**src/rtl/div_pkg.sv**
```systemverilog
// Shared constants for the bus-mapped divider peripheral:
// register offsets, CTRL/STATUS bit positions and FSM encoding.
package div_pkg;

    localparam int ADDR_DV    = 'h04;
    localparam int ADDR_DR    = 'h08;
    localparam int ADDR_CTRL  = 'h0C;
    localparam int ADDR_Q     = 'h10;
    localparam int ADDR_STAT  = 'h14;
    localparam int ADDR_REM   = 'h18;
    localparam int ADDR_IRQEN = 'h1C;

    localparam int CTRL_START = 0;
    localparam int CTRL_CLR   = 1;

    localparam int ST_DONE = 0;
    localparam int ST_BUSY = 1;
    localparam int ST_DZ   = 2;

    typedef enum logic [1:0] {
        S_IDLE = 2'd0,
        S_RUN  = 2'd1,
        S_FIN  = 2'd2
    } div_state_t;

endpackage

```
**src/rtl/div_core.sv**
```systemverilog
// Restoring divider core: latches operands on load, one quotient bit
// per clock MSB first, then a single-cycle FIN state.
// Ports: CLK, reset_n (async, active low), load, dv, dr ->
//        busy, fin (one-cycle pulse), q, rem, dz.
module div_core
    import div_pkg::*;
#(
    parameter int WIDTH = 16
) (
    input  logic             CLK,
    input  logic             reset_n,
    input  logic             load,
    input  logic [WIDTH-1:0] dv,
    input  logic [WIDTH-1:0] dr,
    output logic             busy,
    output logic             fin,
    output logic [WIDTH-1:0] q,
    output logic [WIDTH-1:0] rem,
    output logic             dz
);

    localparam int CNT_W = $clog2(WIDTH + 1);

    div_state_t       state;
    logic [WIDTH-1:0] sh;
    logic [WIDTH-1:0] prem;
    logic [WIDTH-1:0] dr_l;
    logic [CNT_W-1:0] cnt;
    logic             dz_r;
    logic [WIDTH:0]   diff;
    logic             ge;

    // Trial subtraction on the WIDTH+1 bit shifted partial remainder;
    // a clear borrow bit means the divisor fits.
    always_comb begin
        diff = {prem, sh[WIDTH-1]} - {1'b0, dr_l};
        ge   = ~diff[WIDTH];
    end

    always_ff @(posedge CLK or negedge reset_n) begin
        if (!reset_n) begin
            state <= S_IDLE;
            sh    <= '0;
            prem  <= '0;
            dr_l  <= '0;
            cnt   <= '0;
            dz_r  <= 1'b0;
        end else begin
            unique case (state)
                S_IDLE: begin
                    if (load) begin
                        dr_l <= dr;
                        cnt  <= CNT_W'(WIDTH);
                        if (dr == '0) begin
                            // Result is known: all-ones quotient, dividend as remainder
                            sh    <= '1;
                            prem  <= dv;
                            dz_r  <= 1'b1;
                            state <= S_FIN;
                        end else begin
                            // sh holds the dividend and collects quotient bits
                            sh    <= dv;
                            prem  <= '0;
                            dz_r  <= 1'b0;
                            state <= S_RUN;
                        end
                    end
                end
                S_RUN: begin
                    prem <= ge ? diff[WIDTH-1:0]
                               : {prem[WIDTH-2:0], sh[WIDTH-1]};
                    sh   <= {sh[WIDTH-2:0], ge};
                    cnt  <= cnt - CNT_W'(1);
                    if (cnt == CNT_W'(1)) begin
                        state <= S_FIN;
                    end
                end
                S_FIN: begin
                    state <= S_IDLE;
                end
                default: begin
                    state <= S_IDLE;
                end
            endcase
        end
    end

    assign busy = (state != S_IDLE);
    assign fin  = (state == S_FIN);
    assign q    = sh;
    assign rem  = prem;
    assign dz   = dz_r;

endmodule

```
**src/rtl/periferico_divisor_param.sv**
```systemverilog
// Bus-mapped unsigned divider peripheral: bus registers, status, read mux.
// Ports: CLK, reset_n, cs, addr, rd, wr, d_in, d_out, irq. Optional IRQ_EN
// register and done interrupt when DIV_IRQ_EN is defined.
module periferico_divisor_param
    import div_pkg::*;
#(
    parameter int WIDTH  = 16,
    parameter int ADDR_W = 5
) (
    input  logic              CLK,
    input  logic              reset_n,
    input  logic              cs,
    input  logic [ADDR_W-1:0] addr,
    input  logic              rd,
    input  logic              wr,
    input  logic [WIDTH-1:0]  d_in,
    output logic [WIDTH-1:0]  d_out,
    output logic              irq
);

    logic [WIDTH-1:0] dv_r;
    logic [WIDTH-1:0] dr_r;
    logic [WIDTH-1:0] q_r;
    logic [WIDTH-1:0] rem_r;
    logic             done_r;
    logic             dz_r;
    logic [WIDTH-1:0] rdata;

    logic             busy;
    logic             fin;
    logic [WIDTH-1:0] c_q;
    logic [WIDTH-1:0] c_rem;
    logic             c_dz;

    logic wr_en;
    logic rd_en;
    logic sel_dv;
    logic sel_dr;
    logic sel_ctrl;
    logic sel_q;
    logic sel_st;
    logic sel_rem;
    logic start_acc;
    logic clr_acc;

    assign wr_en    = cs & wr;
    assign rd_en    = cs & rd;
    assign sel_dv   = (addr == ADDR_W'(ADDR_DV));
    assign sel_dr   = (addr == ADDR_W'(ADDR_DR));
    assign sel_ctrl = (addr == ADDR_W'(ADDR_CTRL));
    assign sel_q    = (addr == ADDR_W'(ADDR_Q));
    assign sel_st   = (addr == ADDR_W'(ADDR_STAT));
    assign sel_rem  = (addr == ADDR_W'(ADDR_REM));

    // Control strobes only act while idle; START outranks CLR_DONE.
    assign start_acc = wr_en & sel_ctrl & d_in[CTRL_START] & ~busy;
    assign clr_acc   = wr_en & sel_ctrl & d_in[CTRL_CLR] & ~busy;

    div_core #(
        .WIDTH (WIDTH)
    ) u_core (
        .CLK     (CLK),
        .reset_n (reset_n),
        .load    (start_acc),
        .dv      (dv_r),
        .dr      (dr_r),
        .busy    (busy),
        .fin     (fin),
        .q       (c_q),
        .rem     (c_rem),
        .dz      (c_dz)
    );

    always_ff @(posedge CLK or negedge reset_n) begin
        if (!reset_n) begin
            dv_r   <= '0;
            dr_r   <= '0;
            q_r    <= '0;
            rem_r  <= '0;
            done_r <= 1'b0;
            dz_r   <= 1'b0;
        end else begin
            if (wr_en && sel_dv) begin
                dv_r <= d_in;
            end
            if (wr_en && sel_dr) begin
                dr_r <= d_in;
            end
            if (fin) begin
                q_r   <= c_q;
                rem_r <= c_rem;
            end
            // fin only occurs while busy, start/clr only while idle
            if (start_acc) begin
                done_r <= 1'b0;
                dz_r   <= 1'b0;
            end else if (fin) begin
                done_r <= 1'b1;
                dz_r   <= c_dz;
            end else if (clr_acc) begin
                done_r <= 1'b0;
            end
        end
    end

`ifdef DIV_IRQ_EN
    logic irq_en;
    logic sel_irq;

    assign sel_irq = (addr == ADDR_W'(ADDR_IRQEN));

    always_ff @(posedge CLK or negedge reset_n) begin
        if (!reset_n) begin
            irq_en <= 1'b0;
        end else if (wr_en && sel_irq) begin
            irq_en <= d_in[0];
        end
    end

    assign irq = done_r & irq_en;
`else
    assign irq = 1'b0;
`endif

    always_comb begin
        rdata = '0;
        unique case (1'b1)
            sel_dv:  rdata = dv_r;
            sel_dr:  rdata = dr_r;
            sel_q:   rdata = q_r;
            sel_rem: rdata = rem_r;
            sel_st: begin
                rdata[ST_DONE] = done_r;
                rdata[ST_BUSY] = busy;
                rdata[ST_DZ]   = dz_r;
            end
`ifdef DIV_IRQ_EN
            sel_irq: rdata[0] = irq_en;
`endif
            default: rdata = '0;
        endcase
    end

    always_ff @(posedge CLK or negedge reset_n) begin
        if (!reset_n) begin
            d_out <= '0;
        end else if (rd_en) begin
            d_out <= rdata;
        end
    end

endmodule
```
**config.mk**
```make
export PLATFORM = sky130hd
export DESIGN_NAME = periferico_divisor_param
export DESIGN_NICKNAME = d
export VERILOG_FILES = /design/src/rtl/div_pkg.sv /design/src/rtl/div_core.sv /design/src/rtl/periferico_divisor_param.sv
export SDC_FILE = /design/constraint.sdc
export NUM_CORES = 1
export LEC_CHECK = 0
export BUFFER_PORTS_ARGS = -buffer_cell sky130_fd_sc_hd__buf_2
export CAP_MARGIN = 0
export CORE_AREA = 8 8 156 158
export DETAILED_ROUTE_END_ITERATION = 16
export DIE_AREA = 0 0 164 166
export PLACE_DENSITY_LB_ADDON = 0.25
export SKIP_CTS_REPAIR_TIMING = 1
export SLEW_MARGIN = 10
export SYNTH_ARGS = -nofsm -noshare
export SYNTH_HDL_FRONTEND = slang
export SYNTH_HIERARCHICAL = 1
export SYNTH_SLANG_ARGS = --single-unit
```
**constraint.sdc**
```tcl
create_clock -name CLK -period 5.65 [get_ports CLK]
set_clock_uncertainty 0.2 [all_clocks]
set_input_delay 0 -clock CLK [delete_from_list [all_inputs] [get_ports CLK]]
set_output_delay 0 -clock CLK [all_outputs]
set_load 0.02 [all_outputs]
```
==> out/metrics.csv, run 1 <==
metric,value,unit
synth_largest_area_cell,dfrtp_1,
cp_max_fo,19,
crit_arrival,3.35,ns
clk_latency,0.42,ns
initial_core_util,33.9,%
p_sw,1.20,mW
final_common_cell,dfrtp_1,
fp.dieArea,27200,um^2
drive_above_1_share,22.2,%
syn_area_per_cell,10.6,um^2
ys_seq_area_share,46.1,%
wl,20300,um
timing.fmax,311,MHz
grt_pass1_vias,5559,
switching_share,32.6,%
crit_start,u_core/q[15],
path_clk_slew,0.06,ns
worst_pin_slew,1.15,ns
worstRegToRegCells,10,
period_needed,3.22,ns
worst_setup_path_end_kind,flip-flop,
diodes,0,
syn_nets,750,
met2_length,9620,um
leakage,4.02,nW
crit_end,u_core/rem[9],
rsz0062_at_grt,false,
chipHeight,166,um
wl_per_cell,19.4,um
rr_startpoint,u_core/q[15],
violations,negative hold slack,
final_cell_mix,"dfrtp_1 (138), mux2_2 (66), o21ai_0 (61), nand2_1 (61), buf_2 (40)",
layout.nets,793,
rrSetupSlack,2.43,ns
die_w,164,um
area_delta_synth_final,17.9,%
drv_slew,0,
cp_data_required_time,5.79,ns
setup_tns,0,ns
worstHoldStart,cs,
htree_levels,4,
ys_async_sr_fraction,100,%
postRouteAntennaNets,0,
grt_use_total,15.1,%
synth_area,7490,um^2
synth_ff_type,dfrtp_1,
drv_cap,0,
drtPass1Iterations,4,
power.internal,2.47,mW
finalPower,3.67,mW
antenna_found_initial,0,
vias,5691,
io_pins,43,
sequentialPowerShare,37.5,%
synthCells,705,
wl_met3,843,um
timing.rr.end,u_core/rem[9],
highest_layer,met4,
pwr-share-clk,35.5,%
synth_top_area_share,46.1,%
rows,55,
overflow,0,
clock-root-buffer,clkbuf_16,
synth_edf_count,0,
post-place-cells,989,
min_path_type,in2reg,
synthTopCellsByArea,"dfrtp_1 (46%), mux2_2 (9.9%), o21ai_0 (4.1%), nand2_1 (3.1%), and3b_1 (3.0%)",
crit_type,reg2reg,
met1_length,9510,um
start_kind,flip-flop,
synth_cell_types,62,
status,finished with violations,
port_buffers,41,
tritoncts,done,
finalSetupViolCount,0,
fill_cells,2125,
grt_max_degree,71,
drc_errors,0,
viasPerCell,5.44,
max_slew_margin,23.2,%
ir_drop,0.000203,V
dp_hpwl,13900,um
drtIter0Drc,428,
cts.sinks,138,
ys_ff_latch,138,
worst_hold_slack,-0.0534,ns
ys_warn_count,6,
cts_buffers,17,
pwr-share-comb,27.0,%
cts_buffer_depth,2,
power.density,416,nW/um^2
finalHoldViolations,54,
stdcell_count,1046,
coreArea,22100,um^2
grt_first_pass_wirelength,32100,um
globalplace.congestion,0.790,
min_period_over_period,57.0,%
-- cell type report --
cell class,instances,area [um^2],area share [%]
well taps,285,357,4.04
flip-flops and latches,138,3450,39.1
inverters,27,101,1.15
clock buffers,19,453,5.13
clock inverters,13,239,2.71
multi-input cells,491,3710,42.0
repair buffers,73,514,5.83
-- registers in the layout, summed over array words and instances (netlist names) --
register      count
d_out            16
done_r            1
dr_r             16
dv_r             16
dz_r              1
q_r              16
rem_r            16
u_core/cnt        5
u_core/dr_l      16
u_core/dz         1
u_core/q         16
u_core/rem       16
u_core/state      2
-- logic make-up after synthesis --
family,count (synthesis),synth area share (%)
AO/OA/AOI/OAI,179,15.3
multiplexers,100,15.3
AND/OR/NAND/NOR,179,13.7
other,1,0.0501
flip-flops,138,46.1
XOR/XNOR,13,1.77
adder cells (fa/ha/maj),19,3.28
buffers and inverters,76,4.51
-- critical path, cell delays in order, from the launching register on --
cell,delay [ns]
dfrtp_1,0.36
inv_1,0.08
ha_1,0.22
fa_1,0.41
nor2b_1,0.20
o31a_1,0.20
o211ai_2,0.11
o211ai_2,0.13
xor2_4,0.64
mux2_2,0.41
o211ai_1,0.16
-- power groups by stage --
stage	Combinational [mW]	Clock (mW)	Sequential [mW]
floorplan	0.780	0	1.30
global placement	0.964	0	1.39
detailed placement	0.974	0	1.39
CTS	0.979	1.33	1.38
global route	1.11	1.37	1.41
finish	0.990	1.30	1.38
-- routing by layer --
| metal | vias to the layer above | track usage [%] |
|---|---|---|
| li1 | 2670 | - |
| met1 | 2866 | 20.8 |
| met2 | 132 | 23.3 |
| met3 | 23 | 3.35 |
| met4 | 0 | 4.15 |
| met5 | - | 0 |
-- how the worst min path moves through the flow --
| stage | endpoint | slack, ns | cells past startpoint |
|---|---|---|---|
| floorplan | d_out[0] | -0.50 | 0 |
| global placement | u_core/cnt[3] | -0.14 | 1 |
| detailed placement | u_core/cnt[2] | -0.13 | 1 |
| CTS | u_core/cnt[3] | -0.59 | 1 |
| global route | done_r | 0.01 | 4 |
| finish | done_r | -0.05 | 4 |
-- synth_stat cells (5+ instances only) --
master,n
nor4_1,6
a21oi_1,32
clkbuf_1,34
inv_1,27
mux2_1,10
dfrtp_1,138
mux2i_1,14
xnor2_1,8
a22oi_1,29
and3b_1,26
buf_1,5
nor2_1,15
a32oi_1,19
nand2_1,61
mux2_2,66
ha_1,18
nand3_1,32
o211ai_1,13
mux2_4,10
o21ai_0,61
nand3b_1,5
-- through the flow --
stage	worst slack, ns	utilization, %	hold WS, ns	cell area [um^2]
after floorplan	3.00	-	-0.496	7490
after global routing	2.22	40.0	0.0109	8830
after CTS	2.38	38.8	-0.586	8570
after global placement	2.44	35.7	-0.137	7880
after detailed placement	2.38	35.7	-0.133	7880
final	2.43	40.0	-0.0534	8830
Note: power is estimated with default switching activity, not from simulation.
==> inputs of run 2 (changes only) <==
Clock period 5.65 ns to 3 ns, I/O delays scaled along.
==> run 2 against run 1 <==
The flow still finishes with violations (negative hold slack); largest power group unchanged; register-to-register slack worse by 2.3 ns; clock power is 55% higher; core utilization hardly changed; worst setup slack worse by 2.3 ns; worst hold slack better by 0.0042 ns; global-route usage hardly changed; largest cell class unchanged; die area stayed put.
==> out/metrics.csv, run 2 (same netlist as run 1, synthesis figures left out) <==
metric,value,unit,change
drtPass1Iterations,4,,unchanged
clock-root-buffer,clkbuf_16,,
finalHoldViolations,29,,-46%
rrSetupSlack,0.16,ns,-2.27 ns
min_period_over_period,94.7,%,+38 points
status,finished with violations,,
drtIter0Drc,291,,-32%
viasPerCell,5.32,,-2.1%
start_kind,flip-flop,,
crit_top_cell,o211ai_2,,
final_common_cell,dfrtp_1,,
cp_top_family,adder cells,,
path_buf_inv,2,,+1
grt_first_pass_wirelength,32200,um,+0.19%
worst_setup_path_end_kind,flip-flop,,
grt_use_total,15.1,%,-0.015 points
stdcell_count,1059,,+1.2%
drc_errors,0,,unchanged
cp_data_required_time,3.14,ns,-2.65 ns
crit_type,reg2reg,,
critPathSlowestCell,fa_1,,
fill_cells,2138,,+0.61%
layout.nets,806,,+1.6%
cts_buffers,17,,unchanged
period_needed,2.84,ns,-0.378 ns
drive_above_1_share,23.5,%,+1.3 points
grt_max_degree,72,,+1.4%
fp.dieArea,27200,um^2,unchanged
port_buffers,41,,unchanged
violations,negative hold slack,,
cts.sinks,138,,unchanged
rsz0062_at_grt,false,,
crit_chain,inv_1 -> ha_1 -> fa_1 -> nor2b_2 -> o31a_1 -> o211ai_2 -> o211ai_2 -> xor2_4 -> buf_12 -> mux2_2 -> o211ai_1,,
antenna_found_initial,0,,unchanged
cts_buffer_depth,2,,unchanged
clk_latency,0.42,ns,about the same
postRouteAntennaNets,0,,unchanged
tritoncts,done,,
htree_levels,4,,unchanged
io_pins,43,,unchanged
cp_max_fo,19,,unchanged
finalSetupViolCount,0,,unchanged
final_cell_mix,"dfrtp_1 (138), mux2_2 (66), o21ai_0 (61), nand2_1 (61), buf_2 (40)",,
min_path_type,in2async,,
diodes,0,,unchanged
initial_core_util,33.9,%,unchanged
leakage,4.04,nW,+0.33%
path_clk_slew,0.06,ns,about the same
slowest_delay,0.43,ns,-0.21 ns
rows,55,,unchanged
worst_pin_slew,1.09,ns,-0.0602 ns
drv_slew,0,,unchanged
drv_cap,0,,unchanged
worst_hold_slack,-0.0492,ns,+0.00417 ns
ir_drop,0.000344,V,+70%
grt_pass1_vias,5599,,+0.72%
max_slew_margin,27.2,%,+4.0 points
wl_per_cell,18.9,um,-2.6%
dp_hpwl,13900,um,+0.42%
power.density,735,nW/um^2,+77%
area_delta_synth_final,17.9,%,about the same
overflow,0,,unchanged
setup_tns,0,ns,unchanged
chipHeight,166,um,unchanged
die_w,164,um,unchanged
globalplace.congestion,0.833,,+5.4%
vias,5638,,-0.93%
timing.fmax,352,MHz,+13%
post-place-cells,1002,,+1.3%
coreArea,22100,um^2,unchanged
wl,20000,um,-1.4%
crit_arrival,2.98,ns,-0.37 ns
==> run 2: worst reg2reg max path, stage by stage, from the launching register on <==
cell	delay (ns)
dfrtp_1	0.37
inv_1	0.06
ha_1	0.22
fa_1	0.43
nor2b_2	0.15
o31a_1	0.20
o211ai_2	0.11
o211ai_2	0.12
xor2_4	0.18
buf_12	0.19
mux2_2	0.36
o211ai_1	0.15
==> run 2: metal layers <==
layer | vias to the layer above | part of all wire [%] | GRT usage (%) | wire (um)
met3 | 20 | 3.8 | 3.22 | 763
met1 | 2813 | 48 | 20.3 | 9570
met5 | - | 0 | 0 | 0
met4 | 0 | 1.3 | 3.95 | 252
met2 | 107 | 47 | 23.9 | 9460
li1 | 2698 | - | - | -
==> run 2: final timing paths <==
kind / depth (start not counted) / end / from
setup reg to reg: 11 / u_core/rem[9] / u_core/q[15]
hold / removal: 2 / u_core/cnt[3] / reset_n
max in group asynchronous: 3 / d_out[6] / reset_n
min in group CLK: 5 / d_out[9] / addr[1]
setup / recovery: 11 / u_core/rem[9] / u_core/q[15]
hold reg to reg: 1 / u_core/cnt[4] / u_core/cnt[4]
==> run 2: where the power goes <==
group	internal (mW)	switching, mW	total, mW
Combinational	0.892	1.01	1.90
Sequential	2.21	0.363	2.57
Clock	1.17	0.852	2.02
Total	4.27	2.23	6.49
==> run 2: layout make-up <==
type                       count  area (um^2)  share of cell area [%]
multi-input combinational    491         3710                    42.0
clock inverter                13          120                    1.36
tap                          285          357                    4.04
sequential                   138         3450                    39.1
clock buffer                  19          443                    5.02
timing repair buffer          86          647                    7.33
inverter                      27          101                    1.15
==> run 2: per-stage QoR <==
stage               cell area, um^2  utilization [%]  power (mW)  worst slack, ns  hold slack [ns]
finish                         8830             40.0        6.49            0.160          -0.0492
global route                   8830             40.0        6.89          0.00744           0.0137
CTS                            8580             38.8        6.53            0.139           -0.588
detailed placement             8020             36.3        4.48            0.154           -0.136
global placement               8020             36.3        4.46            0.222           -0.129
floorplan                      7490                -        3.91            0.350           -0.496
